[src/rtl/gobou_mac_ctrl.sv]
// gobou_mac_ctrl -- sequencer for one gobou_mac lane during a fully-connected layer.
//
// For every output neuron n the block streams N_in input/weight address pairs
// (x = in_base+i, w = w_base+n*N_in+i). It times the MAC strobes so that they
// line up with the MAC pipeline: memory read, x/w register, pro, pro_short, accum.
// Each finished neuron sum is written to output memory at out_base+n, and done
// pulses once the whole layer has been written.
//
// Optional feature macro: GOBOU_CTRL_PAUSE_EN
//   defined   -> a 'pause' input stalls address issue while in S_ACC
//   undefined -> no pause port, and issue is never stalled
//
// Ports
//   clk, xrst           clock, synchronous active-low reset
//   start               one-cycle start request (ignored unless idle)
//   total_in/total_out  terms per neuron / neurons per layer, sampled at start
//   in_base/w_base      input / weight memory base addresses, sampled at start
//   out_base            output memory base address, sampled at start
//   qbits_in            fixed-point shift, sampled at start
//   pause               issue stall (GOBOU_CTRL_PAUSE_EN only)
//   mem_x_addr/mem_w_addr  read addresses for the input / weight memories
//   mac_qbits, mac_reset, mac_accum_we, mac_out_en   MAC controls
//   out_we/out_addr     output memory write strobe and address
//   busy/done           layer in progress / one-cycle completion pulse
module gobou_mac_ctrl #(
  parameter int DWIDTH    = 16,
  parameter int DWIDTHLOG = 4,
  parameter int AWIDTH    = 12,
  parameter int MEMLAT    = 1
) (
  input  logic                 clk,
  input  logic                 xrst,
  input  logic                 start,
  input  logic [AWIDTH-1:0]    total_in,
  input  logic [AWIDTH-1:0]    total_out,
  input  logic [AWIDTH-1:0]    in_base,
  input  logic [AWIDTH-1:0]    w_base,
  input  logic [AWIDTH-1:0]    out_base,
  input  logic [DWIDTHLOG-1:0] qbits_in,
`ifdef GOBOU_CTRL_PAUSE_EN
  input  logic                 pause,
`endif
  output logic [AWIDTH-1:0]    mem_x_addr,
  output logic [AWIDTH-1:0]    mem_w_addr,
  output logic [DWIDTHLOG-1:0] mac_qbits,
  output logic                 mac_reset,
  output logic                 mac_accum_we,
  output logic                 mac_out_en,
  output logic                 out_we,
  output logic [AWIDTH-1:0]    out_addr,
  output logic                 busy,
  output logic                 done
);

  // Cycles from an address issue to the accum_we of that term.
  localparam int D = MEMLAT + 3;

  typedef enum logic [2:0] {
    S_IDLE  = 3'd0,
    S_ACC   = 3'd1,
    S_GAP   = 3'd2,
    S_DRAIN = 3'd3,
    S_DONE  = 3'd4
  } state_t;

  state_t                 state_r, state_s;

  // Layer configuration captured at start.
  logic [AWIDTH-1:0]      n_in_r, n_out_r, in_base_r;
  logic [DWIDTHLOG-1:0]   qbits_r, qbits_s;

  // Issue-side counters and running address pointers.
  logic [AWIDTH-1:0]      cnt_in_r, cnt_neu_r, x_addr_r, w_addr_r;

  // Write-side counter and output address.
  logic [AWIDTH-1:0]      cnt_out_r, out_addr_r;

  // Term-valid and last-term shift registers that track issues through the MAC.
  logic [D-1:0]           vpipe_r, lpipe_r;

  logic                   reset_r, out_en_r, out_we_r, busy_r, done_r;

  logic                   stall_s, issue_s, last_term_s, last_neu_s;
  logic                   accept_s, zero_cfg_s;

`ifdef GOBOU_CTRL_PAUSE_EN
  assign stall_s = pause;
`else
  assign stall_s = 1'b0;
`endif

  assign last_term_s = (cnt_in_r  == n_in_r  - AWIDTH'(1));
  assign last_neu_s  = (cnt_neu_r == n_out_r - AWIDTH'(1));
  assign accept_s    = (state_r == S_IDLE) && start;
  assign zero_cfg_s  = (total_in == {AWIDTH{1'b0}}) || (total_out == {AWIDTH{1'b0}});

  // Clamp the requested shift to the datapath width before it reaches the MAC.
  always_comb begin
    qbits_s = qbits_in;
    if (int'(qbits_in) > DWIDTH - 1) begin
      qbits_s = DWIDTHLOG'(DWIDTH - 1);
    end else begin
      qbits_s = qbits_in;
    end
  end

  // Next-state logic and per-cycle issue decision.
  always_comb begin
    state_s = state_r;
    issue_s = 1'b0;
    case (state_r)
      S_IDLE: begin
        if (start) begin
          if (zero_cfg_s) begin
            state_s = S_DONE;
          end else begin
            state_s = S_ACC;
          end
        end else begin
          state_s = S_IDLE;
        end
      end
      S_ACC: begin
        if (stall_s) begin
          state_s = S_ACC;
        end else begin
          issue_s = 1'b1;
          if (last_term_s) begin
            // The one-cycle gap keeps the next neuron's first accum_we clear of
            // the reset that closes this neuron.
            if (last_neu_s) begin
              state_s = S_DRAIN;
            end else begin
              state_s = S_GAP;
            end
          end else begin
            state_s = S_ACC;
          end
        end
      end
      S_GAP: begin
        state_s = S_ACC;
      end
      S_DRAIN: begin
        // The layer ends only when the final neuron's result has been written.
        if (out_we_r && (cnt_out_r == n_out_r - AWIDTH'(1))) begin
          state_s = S_DONE;
        end else begin
          state_s = S_DRAIN;
        end
      end
      S_DONE: begin
        state_s = S_IDLE;
      end
      default: begin
        state_s = S_IDLE;
      end
    endcase
  end

  // State register, strobe pipelines, counters and address pointers.
  always_ff @(posedge clk) begin
    if (!xrst) begin
      state_r    <= S_IDLE;
      n_in_r     <= {AWIDTH{1'b0}};
      n_out_r    <= {AWIDTH{1'b0}};
      in_base_r  <= {AWIDTH{1'b0}};
      qbits_r    <= {DWIDTHLOG{1'b0}};
      cnt_in_r   <= {AWIDTH{1'b0}};
      cnt_neu_r  <= {AWIDTH{1'b0}};
      x_addr_r   <= {AWIDTH{1'b0}};
      w_addr_r   <= {AWIDTH{1'b0}};
      cnt_out_r  <= {AWIDTH{1'b0}};
      out_addr_r <= {AWIDTH{1'b0}};
      vpipe_r    <= {D{1'b0}};
      lpipe_r    <= {D{1'b0}};
      reset_r    <= 1'b0;
      out_en_r   <= 1'b0;
      out_we_r   <= 1'b0;
      busy_r     <= 1'b0;
      done_r     <= 1'b0;
    end else begin
      state_r  <= state_s;
      busy_r   <= (state_s == S_ACC) || (state_s == S_GAP) || (state_s == S_DRAIN);
      done_r   <= (state_s == S_DONE);

      // A stalled cycle shifts a 0 in, leaving a hole in the accum_we stream.
      vpipe_r  <= {vpipe_r[D-2:0], issue_s};
      lpipe_r  <= {lpipe_r[D-2:0], issue_s & last_term_s};

      // out_en and reset land one cycle after the last term's accum_we, so y
      // captures the finished sum on the same edge that accum clears.
      out_en_r <= lpipe_r[D-1];
      reset_r  <= lpipe_r[D-1] | (accept_s & ~zero_cfg_s);
      out_we_r <= out_en_r;

      if (accept_s) begin
        n_in_r     <= total_in;
        n_out_r    <= total_out;
        in_base_r  <= in_base;
        qbits_r    <= qbits_s;
        cnt_in_r   <= {AWIDTH{1'b0}};
        cnt_neu_r  <= {AWIDTH{1'b0}};
        x_addr_r   <= in_base;
        w_addr_r   <= w_base;
        cnt_out_r  <= {AWIDTH{1'b0}};
        out_addr_r <= out_base;
      end else begin
        if (issue_s) begin
          // The weight pointer runs straight through all neurons (n*N_in+i),
          // so no multiplier is needed; only x rewinds per neuron.
          w_addr_r <= w_addr_r + AWIDTH'(1);
          if (last_term_s) begin
            cnt_in_r <= {AWIDTH{1'b0}};
            x_addr_r <= in_base_r;
          end else begin
            cnt_in_r <= cnt_in_r + AWIDTH'(1);
            x_addr_r <= x_addr_r + AWIDTH'(1);
          end
        end
        if (state_r == S_GAP) begin
          cnt_neu_r <= cnt_neu_r + AWIDTH'(1);
        end
        if (out_we_r) begin
          cnt_out_r  <= cnt_out_r + AWIDTH'(1);
          out_addr_r <= out_addr_r + AWIDTH'(1);
        end
      end
    end
  end

  assign mem_x_addr   = x_addr_r;
  assign mem_w_addr   = w_addr_r;
  assign mac_qbits    = qbits_r;
  assign mac_reset    = reset_r;
  assign mac_accum_we = vpipe_r[D-1];
  assign mac_out_en   = out_en_r;
  assign out_we       = out_we_r;
  assign out_addr     = out_addr_r;
  assign busy         = busy_r;
  assign done         = done_r;

endmodule
[config.mk]
export PLATFORM = sky130hd
export DESIGN_NAME = gobou_mac_ctrl
export DESIGN_NICKNAME = d
export VERILOG_FILES = /design/src/rtl/gobou_mac_ctrl.sv
export SDC_FILE = /design/constraint.sdc
export NUM_CORES = 1
export LEC_CHECK = 0
export ABC_AREA = 1
export CORE_MARGIN = 4
export CORE_UTILIZATION = 54
export DETAILED_ROUTE_END_ITERATION = 7
export PLACE_DENSITY = 0.89
export SYNTH_ARGS = -nofsm -noshare
export SYNTH_HDL_FRONTEND = slang
export SYNTH_SLANG_ARGS = --single-unit
[constraint.sdc]
create_clock -name clk -period 2.2 [get_ports clk]
set_clock_uncertainty 0.05 [all_clocks]
set_input_delay 0.55 -clock clk [delete_from_list [all_inputs] [get_ports clk]]
set_output_delay 0.55 -clock clk [all_outputs]
set_load 0.005 [all_outputs]
# Word level (Yosys, flattened, before mapping)
# Cells that the tools add are included.
# W data, S select, Z words.
dict set report word_totals {
  register_bits 128
  inputBits 67
}
dict set report op_classes {
  n_addsub 8
  eq_ne 10
  n_mux 15
  bitwise_logic 5
  reduce_logical 11
}
# operator n
set ops {}
lappend ops {{$mux W12} 8}
lappend ops {{$add A12 B1 Y12 const B} 6}
lappend ops {{$eq A12 B12 Y1} 3}
lappend ops {{$logic_not A12 Y1} 2}
lappend ops {{$sub A12 B1 Y12 const B} 2}
lappend ops {{$eq A3 B2 Y1 const B} 4}
lappend ops {{$mux W3} 4}
lappend ops {{$pmux W3 S4} 1}
lappend ops {{$eq A3 B1 Y1 const B} 2}
lappend ops {{$reduce_bool A2 Y1} 2}
lappend ops {{$eq A3 B3 Y1 const B} 1}
lappend ops {{$logic_not A3 Y1} 1}
lappend ops {{$logic_or A1 B1 Y1} 3}
lappend ops {{$and A1 B1 Y1} 2}
lappend ops {{$logic_and A1 B1 Y1} 2}
lappend ops {{$mux W1} 2}
lappend ops {{$not A1 Y1} 2}
lappend ops {{$reduce_or A2 Y1} 1}
lappend ops {{$or A1 B1 Y1} 1}

# Depth between registers and ports, before layout
# Gate-level depths: netlist of the first run.
dict set report logic_depth {
  word_depth 8
  depth_mapped 17
}

# Worst setup path before layout of the first run
# No wires, ideal clock.
dict set report synth_path {
  path_type {flip-flop to flip-flop}
  from {register n_in_r[0]}
  to {register cnt_in_r[2]}
  arrival_time_ns 1.826
  t_required_ns 2.009
  slack_ns 0.183
  stages_incl_launch_ff 15
  n_path_buf 1
  synth_period_minus_slack_ns 2.017
  path_cell_list {dfxtp_1 inv_1 ha_1 nand3_4 inv_2 nand2_2 nand2_1 nand2_1 nand2_1 nand2_1 nor2_2 nand3_4 o21ai_1 buf_4 a211oi_1}
}
dict set report synth_via {
  elab_chain_len 3
}
# item line
set synth_lines {}
lappend synth_lines {{start: declaration} 69} ;# logic [AWIDTH-1:0] n_in_r, n_out_r, in_base_r;
lappend synth_lines {{start signal: assignment} 165} ;# n_in_r <= {AWIDTH{1'b0}};
lappend synth_lines {{start signal: assignment} 198} ;# n_in_r <= total_in;
lappend synth_lines {{$sub A12 B1 Y12} 92} ;# assign last_term_s = (cnt_in_r == n_in_r - AWIDTH'(1));
lappend synth_lines {{$eq A12 B12 Y1} 92}
lappend synth_lines {{$mux W12} 213} ;# if (last_term_s) begin
lappend synth_lines {{end signal: assignment} 202} ;# cnt_in_r <= {AWIDTH{1'b0}};
lappend synth_lines {{end signal: assignment} 214} ;# cnt_in_r <= {AWIDTH{1'b0}};
lappend synth_lines {{end signal: assignment} 217} ;# cnt_in_r <= cnt_in_r + AWIDTH'(1);
lappend synth_lines {{end: declaration} 73} ;# logic [AWIDTH-1:0] cnt_in_r, cnt_neu_r, x_addr_r, w_addr_r;
# Every way passes these cells.
# A chain may end at the register's enable or synchronous reset.

# Worst setup path in the final report of the first run
dict set report layout_path {
  from {register n_in_r[1]}
  to {register x_addr_r[0], in the netlist mem_x_addr[0]}
}
dict set report layout_via {
  elab_chain_len 5
}
# item line
set layout_lines {}
lappend layout_lines {{$sub A12 B1 Y12} 92}
lappend layout_lines {{$eq A12 B12 Y1} 92}
lappend layout_lines {{$mux W12} 213}
lappend layout_lines {{$mux W12} 209} ;# if (issue_s) begin
lappend layout_lines {{$mux W12} 197} ;# if (accept_s) begin
lappend layout_lines {{end signal: assignment} 204} ;# x_addr_r <= in_base;
lappend layout_lines {{end signal: assignment} 215} ;# x_addr_r <= in_base_r;
lappend layout_lines {{end signal: assignment} 218} ;# x_addr_r <= x_addr_r + AWIDTH'(1);
lappend layout_lines {{end: declaration} 73}
# Every way passes these cells. The select of a mux whose other input is x is not followed.

==> results of run 1 <==
==> sequential cells by signal (all words and copies together), names as in the netlist, 4 cells and up <==
signal      count
n_out_r        12
vpipe_r         4
mem_w_addr     12
cnt_out_r      12
out_addr       12
cnt_neu_r      12
n_in_r         12
mac_qbits       4
cnt_in_r       12
in_base_r      12
mem_x_addr     12
lpipe_r         4
==> per-stage QoR <==
step	TNS [ns]	hold slack [ns]	total power [uW]
CTS	0	0.370	6830
global placement	-0.0914	0.353	3910
floorplan	0	0.340	3410
detailed placement	-0.167	0.351	3950
finish	0	0.364	6960
global route	-1.57	0.390	7230
==> critical path, delay by kind of cell, from the launching register on <==
kind	cells	cell delay [ns]
buffers and inverters	2	0.33
AND/OR/NAND/NOR	9	1.08
flip-flops	1	0.35
AO/OA/AOI/OAI	2	0.28
==> routing by layer <==
layer	routed length, um	vias up	global-route usage, %
met4	551	0	9.94
met3	1910	65	7.05
li1	-	3683	-
met1	8650	3522	34.2
met5	0	-	0
met2	10100	392	44.6
==> cell usage in the layout (no fill, tap or decap), types with 3 or more instances in the layout <==
cell type / n
a211oi_1: 5
a21oi_1: 69
a21oi_2: 10
a311oi_1: 3
a31oi_1: 7
buf_12: 4
buf_4: 48
bufinv_16: 3
clkbuf_16: 19
clkdlybuf4s50_1: 111
dfxtp_1: 124
dfxtp_2: 3
ha_1: 6
inv_1: 116
inv_2: 13
nand2_1: 225
nand2_2: 16
nand3_1: 63
nand3_2: 8
nand3_4: 3
nand3b_1: 4
nand4_1: 15
nor2_1: 91
nor2_2: 18
nor2_4: 11
nor3_1: 14
nor3_2: 5
nor3b_1: 4
nor4_1: 8
o211ai_1: 11
o211ai_2: 8
o21ai_0: 71
o21ai_1: 4
xnor2_1: 12
xor2_1: 20
==> path summary, 6_finish.rpt <==
kind              start       endpoint  slack, ns  cells past startpoint
max reg2reg   n_in_r[1]  mem_x_addr[0]       0.01                     13
max           n_in_r[1]  mem_x_addr[0]       0.01                     13
min          vpipe_r[2]     vpipe_r[3]       0.36                      2
min reg2reg  vpipe_r[2]     vpipe_r[3]       0.36                      2
==> logic make-up (layout without fill, tap and decap cells) <==
| family | after synthesis | after routing | share of synthesized area, % |
|---|---|---|---|
| AOI/OAI and AO/OA | 201 | 201 | 17.0 |
| adders and majority gates | 8 | 8 | 1.41 |
| and+or+nand+nor | 491 | 491 | 31.6 |
| xor gates and xnor gates | 35 | 35 | 4.70 |
| buffers and inverters | 166 | 328 | 9.25 |
| DFF | 128 | 128 | 36.1 |
==> power by group <==
| part | leakage, uW | total [uW] | internal [uW] | switching [uW] |
|---|---|---|---|---|
| Sequential | 0.00105 | 2600 | 2450 | 149 |
| Combinational | 0.00260 | 1460 | 664 | 794 |
| Clock | 0.000289 | 2900 | 1830 | 1070 |
==> final cells by class <==
class	instances	area share, %
clock inverters	9	1.40
repair buffers	166	16.9
clock buffers	21	4.83
multi-input cells	735	42.4
well taps	172	2.26
inverters	132	5.25
flip-flops and latches	128	27.0
==> what timing repair did <==
item / in CTS / in global routing
hold endpoints to repair: 0 / 0
endpoints found under the setup margin: 5 / 29
gates resized for setup: 3 / 47
cloned: 0 / 2
buffers inserted: 5 / 7
pin swaps: 1 / 27
==> impl_metrics.csv, run 1 <==
group,metric,value,unit
synthesis,syn_avg_cell_area,6.90,um2
flow_run,maxCapViolations,0,
cells_and_area,nFillCells,904,
sta,relSlewSlack,66.5,%
synthesis,synth_edf_count,0,
floorplan,io_pins,113,
sta,finalHoldViolations,0,
placement,place_ws,-0.137,ns
routing,wl_per_cell,15.6,um
routing,route.detailed.drc,0,
routing,drtIter0Drc,616,
synthesis,netlist.area_leader.share,36.1,%
synthesis,syn_area,0.00710,mm2
synthesis,synthesis.nets,1104,
setup_path,path_class,"register to register",
clock_tree,path_clk_slew,0.06,ns
clock_tree,hold_buffers,0,
synthesis,synth_most_common_cell,"nand2_1",
sta,finalMaxSlewViolations,0,
placement,numPortBuffers,112,
setup_path,cpMaxStageDelayCell,"dfxtp_4",
global_route,grt_max_degree,94,
global_route,antenna_found_initial,0,
global_route,grt_pass1_vias,7271,
sta,grt_setup_unrepaired,"true",
routing,wl,21200,um
clock_tree,cts_tree,"built",
routing,vias,7662,
synthesis,yosysWarnings,0,
cells_and_area,final_util,74.9,%
routing,routed_via_density,5.62,
sta,setup_viol,0,
floorplan,die_area,0.0150,mm2
routing,antenna_left,0,
synthesis,synth_area_leaders,"dfxtp_1 (36%), nand2_1 (13%), inv_1 (6.4%), nor2_1 (5.2%), o21ai_0 (5.1%)",
placement,globalplace.congestion,0.882,
clock_tree,clockRootBuffer,"clkbuf_16",
cells_and_area,antenna_cells,0,
synthesis,synthDistinctLibCells,51,
synthesis,synth_ff_type,"dfxtp_1",
power_and_ir_drop,p_leak,0.00394,uW
global_route,track_usage,27.1,%
hold_path,hold_path_class,"register to register",
synthesis,synth_largest_area_cell,"dfxtp_1",
synthesis,synth_seq_cells,128,
sta,clock.fmax,458,MHz
outcome,outcome,"complete, no violations",
placement,dp_hpwl,13800,um
cells_and_area,syn2layout_area_growth,34.3,%
sta,fin_crit_sh,99.3,%
setup_path,cp_slowest_stage_delay,0.35,ns
power_and_ir_drop,peakVddDrop,590,uV
cells_and_area,stdcell_count,1363,
synthesis,seq_area_frac_synth,36.1,%
synthesis,postSynthCellCount,1029,
placement,dpl-instance-area,0.00864,mm2
floorplan,rows,41,
floorplan,chipHeight,123,um
synthesis,yosys-top-cells-count,"nand2_1 (237), dfxtp_1 (128), inv_1 (122)",
setup_path,cp-start-kind,"register",
setup_path,critPathArrivalTime,2.48,ns
setup_path,crit_top_cell,"nand2_1",
setup_path,required,2.49,ns
power_and_ir_drop,power_density,730,mW/mm2
clock_tree,cts_max_path_buffers,2,
sta,setup_ws,0.0148,ns
placement,place_inst,1319,
sta,tightest_slew,0.499,ns
routing,dr.pass1.iters,5,
sta,min_period,2.19,ns
global_route,globalRoute.totalOverflow,0,
clock_tree,htree_levels,4,
cells_and_area,stdcell_area,0.00953,mm2
clock_tree,cts.sinks,128,
synthesis,async_flop_share,0,%
setup_path,endpoint_kind,"register",
setup_path,path_cells,"buf_4 > nor2_4 > nand2_1 > nor2_1 > nand2_1 > nand2_1 > nand3_2 > nor2_2 > nand3_4 > buf_12 > nand2_2 > o211ai_1 > a21oi_1",
setup_path,cp_max_fo,7,
global_route,grt_pass1_wl,32800,um
clock_tree,clk_latency,0.43,ns
floorplan,fp.dieW,123,um
floorplan,start_util,55.8,%
floorplan,core-area,0.0127,mm2
clock_tree,cts_buffers,17,
cells_and_area,drive_above_1_share,16.1,%
cells_and_area,multi_input_area,0.00405,mm2
cells_and_area,seq_area,0.00257,mm2
cells_and_area,nets,1255,
Note: power is estimated with default switching activity, not from simulation.
==> inputs of run 2 (changes only) <==
Settings changed: ABC_AREA 1 to unset, PLACE_DENSITY 0.89 to 0.9.
==> run 2 against run 1 <==
Against the previous run:
- the flow now finishes with violations (design-rule violations, negative setup slack)
- via count is 12% higher
- core utilization is 6.6 points higher
- clock power is 4% higher
- cell area is 2.7% higher
- total power is 3.1% higher
- setup slack worse by 0.84 ns
- sequential share of layout area is 0.68 points lower
==> impl_metrics.csv, run 2 <==
group,metric,value,unit
outcome,outcome,"complete, but fails checks",
outcome,violations,"design-rule violations, negative setup slack",
routing,antenna_left,0,
synthesis,synth_largest_area_cell,"dfxtp_1",
clock_tree,cts_tree,"built",
cells_and_area,antenna_cells,0,
routing,wl,33100,um
flow_run,maxCapViolations,0,
cells_and_area,drive_above_1_share,22.3,%
setup_path,critPathArrivalTime,3.26,ns
global_route,globalRoute.totalOverflow,0,
sta,finalHoldViolations,0,
setup_path,path_class,"register to register",
placement,dpl-instance-area,0.00864,mm2
setup_path,cp_max_fo,6,
placement,dp_hpwl,13900,um
sta,grt_setup_unrepaired,"true",
power_and_ir_drop,p_leak,0.00373,uW
synthesis,async_flop_share,0,%
synthesis,synth_ff_type,"dfxtp_1",
floorplan,start_util,55.3,%
global_route,track_usage,37.5,%
synthesis,postSynthCellCount,821,
routing,dr.pass1.iters,8,
synthesis,yosysWarnings,0,
floorplan,core-area,0.0120,mm2
routing,routed_via_density,7.32,
floorplan,fp.dieW,119,um
routing,wl_per_cell,28.3,um
power_and_ir_drop,power_density,733,mW/mm2
global_route,antenna_found_initial,0,
floorplan,io_pins,113,
synthesis,synthDistinctLibCells,64,
routing,drtIter0Drc,1593,
clock_tree,cts.sinks,128,
clock_tree,cts_max_path_buffers,2,
cells_and_area,final_util,81.5,%
clock_tree,path_clk_slew,0.06,ns
placement,globalplace.congestion,0.932,
synthesis,synthesis.nets,896,
global_route,grt_pass1_vias,8073,
routing,vias,8564,
clock_tree,cts_buffers,17,
setup_path,cp-start-kind,"register",
sta,clock.fmax,331,MHz
power_and_ir_drop,peakVddDrop,679,uV
sta,min_period,3.03,ns
clock_tree,htree_levels,4,
cells_and_area,nets,1085,
cells_and_area,syn2layout_area_growth,47.4,%
setup_path,required,2.43,ns
floorplan,die_area,0.0141,mm2
sta,relSlewSlack,51.8,%
global_route,grt_pass1_wl,42400,um
synthesis,syn_avg_cell_area,8.09,um2
sta,setup_viol,33,
sta,finalMaxSlewViolations,0,
cells_and_area,final_common_cell,"nand2_1",
sta,setup_ws,-0.825,ns
synthesis,synth_area_leaders,"dfxtp_1 (39%), nand2_1 (7.2%), xnor2_1 (6.6%), xor2_1 (5.4%), nor2_1 (4.4%)",
setup_path,reg2reg_setup_slack,-0.83,ns
global_route,grt_max_degree,49,
sta,fin_crit_sh,138,%
placement,numPortBuffers,112,
cells_and_area,stdcell_area,0.00979,mm2
synthesis,yosys-top-cells-count,"dfxtp_1 (128), nand2_1 (128), nor2_1 (78)",
hold_path,hold_path_class,"register to register",
floorplan,rows,40,
cells_and_area,final_cell_mix,"nand2_1 (127), dfxtp_1 (121), clkdlybuf4s50_1 (112)",
sta,tightest_slew,0.703,ns
routing,route.detailed.drc,22,
placement,place_inst,1118,
synthesis,netlist.area_leader.share,38.6,%
clock_tree,clockRootBuffer,"clkbuf_16",
clock_tree,clk_latency,0.44,ns
synthesis,seq_area_frac_synth,38.6,%
synthesis,synth_edf_count,0,
synthesis,syn_area,0.00664,mm2
placement,place_ws,-0.419,ns
floorplan,chipHeight,119,um
clock_tree,hold_buffers,0,
setup_path,endpoint_kind,"register",
synthesis,synth_seq_cells,128,
cells_and_area,stdcell_count,1170,
## run 2: cell count changes after synthesis, sizes merged, moves of 22 or more
| cell | change |
|---|---|
| nor2 | -42 |
| xnor2 | +37 |
| clkbuf | +23 |
| inv | -121 |
| a21oi | -22 |
| nand3 | -53 |
| nand2 | -115 |
| o21ai | -54 |
## run 2: final cells by class
class / instances / area [um2]
clock inverters: 9 / 130
well taps: 147 / 184
multi-input cells: 628 / 4270
flip-flops and latches: 128 / 2570
repair buffers: 224 / 2100
clock buffers: 23 / 488
fillers: 546 / 2220
inverters: 11 / 46.3
## run 2: cells by family after synthesis
family | share of synthesized area [%]
compound gates | 13.2
xor+xnor | 13.4
buf+inv | 3.95
mux | 1.69
flops | 38.6
simple gates | 27.7
fa+ha+maj | 1.51
## run 2: power by group
group / switching (uW) / internal [uW]
combinational: 831 / 746
clock: 1120 / 1900
sequential: 153 / 2430
## run 2: worst max-delay path: stages (launching register included)
cell	delay, ns
dfxtp_4	0.39
buf_4	0.13
nor2_1	0.09
or3b_2	0.47
a41oi_1	0.29
o22ai_2	0.20
or3_4	0.50
buf_4	0.20
nor3_2	0.37
o32ai_2	0.18
## run 2: final timing paths
| kind | startpoint | end | cells past startpoint |
|---|---|---|---|
| max | n_in_r[0] | mem_x_addr[10] | 9 |
| min | vpipe_r[2] | vpipe_r[3] | 1 |
| max reg2reg | n_in_r[0] | mem_x_addr[10] | 9 |
| min reg2reg | vpipe_r[2] | vpipe_r[3] | 1 |
## run 2: layer usage
metal	GRT usage, %	wire (um)	share of wire [%]	vias to the layer above
li1	-	-	-	3250
met2	60.1	14000	42	1112
met1	42.2	10600	32	3798
met4	25.7	3510	11	0
met5	0	0	0	-
met3	12.5	5030	15	404
## run 2: what timing repair did
item / 4_1_cts / 5_1_grt
pin swaps: 12 / 9
setup endpoints to repair: 30 / 36
setup buffers: 11 / 8
resized for setup: 48 / 40
cloned: 3 / 0
## run 2: metrics by stage
step / power (uW) / hold slack [ns] / TNS, ns
floorplan: 3230 / 0.362 / -3.56
global placement: 3770 / 0.363 / -3.96
detailed placement: 3810 / 0.374 / -5.41
CTS: 6830 / 0.386 / -6.19
global route: 7270 / 0.398 / -17.63
finish: 7180 / 0.386 / -17.05
==> inputs of run 3 (changes only) <==
Settings changed: CTS_CLUSTER_SIZE set to 12, HOLD_SLACK_MARGIN set to 0.05, SLEW_MARGIN set to 20.
==> results of run 3 <==
Same layout as run 2: the final DEF is identical, and so are final timing and power.
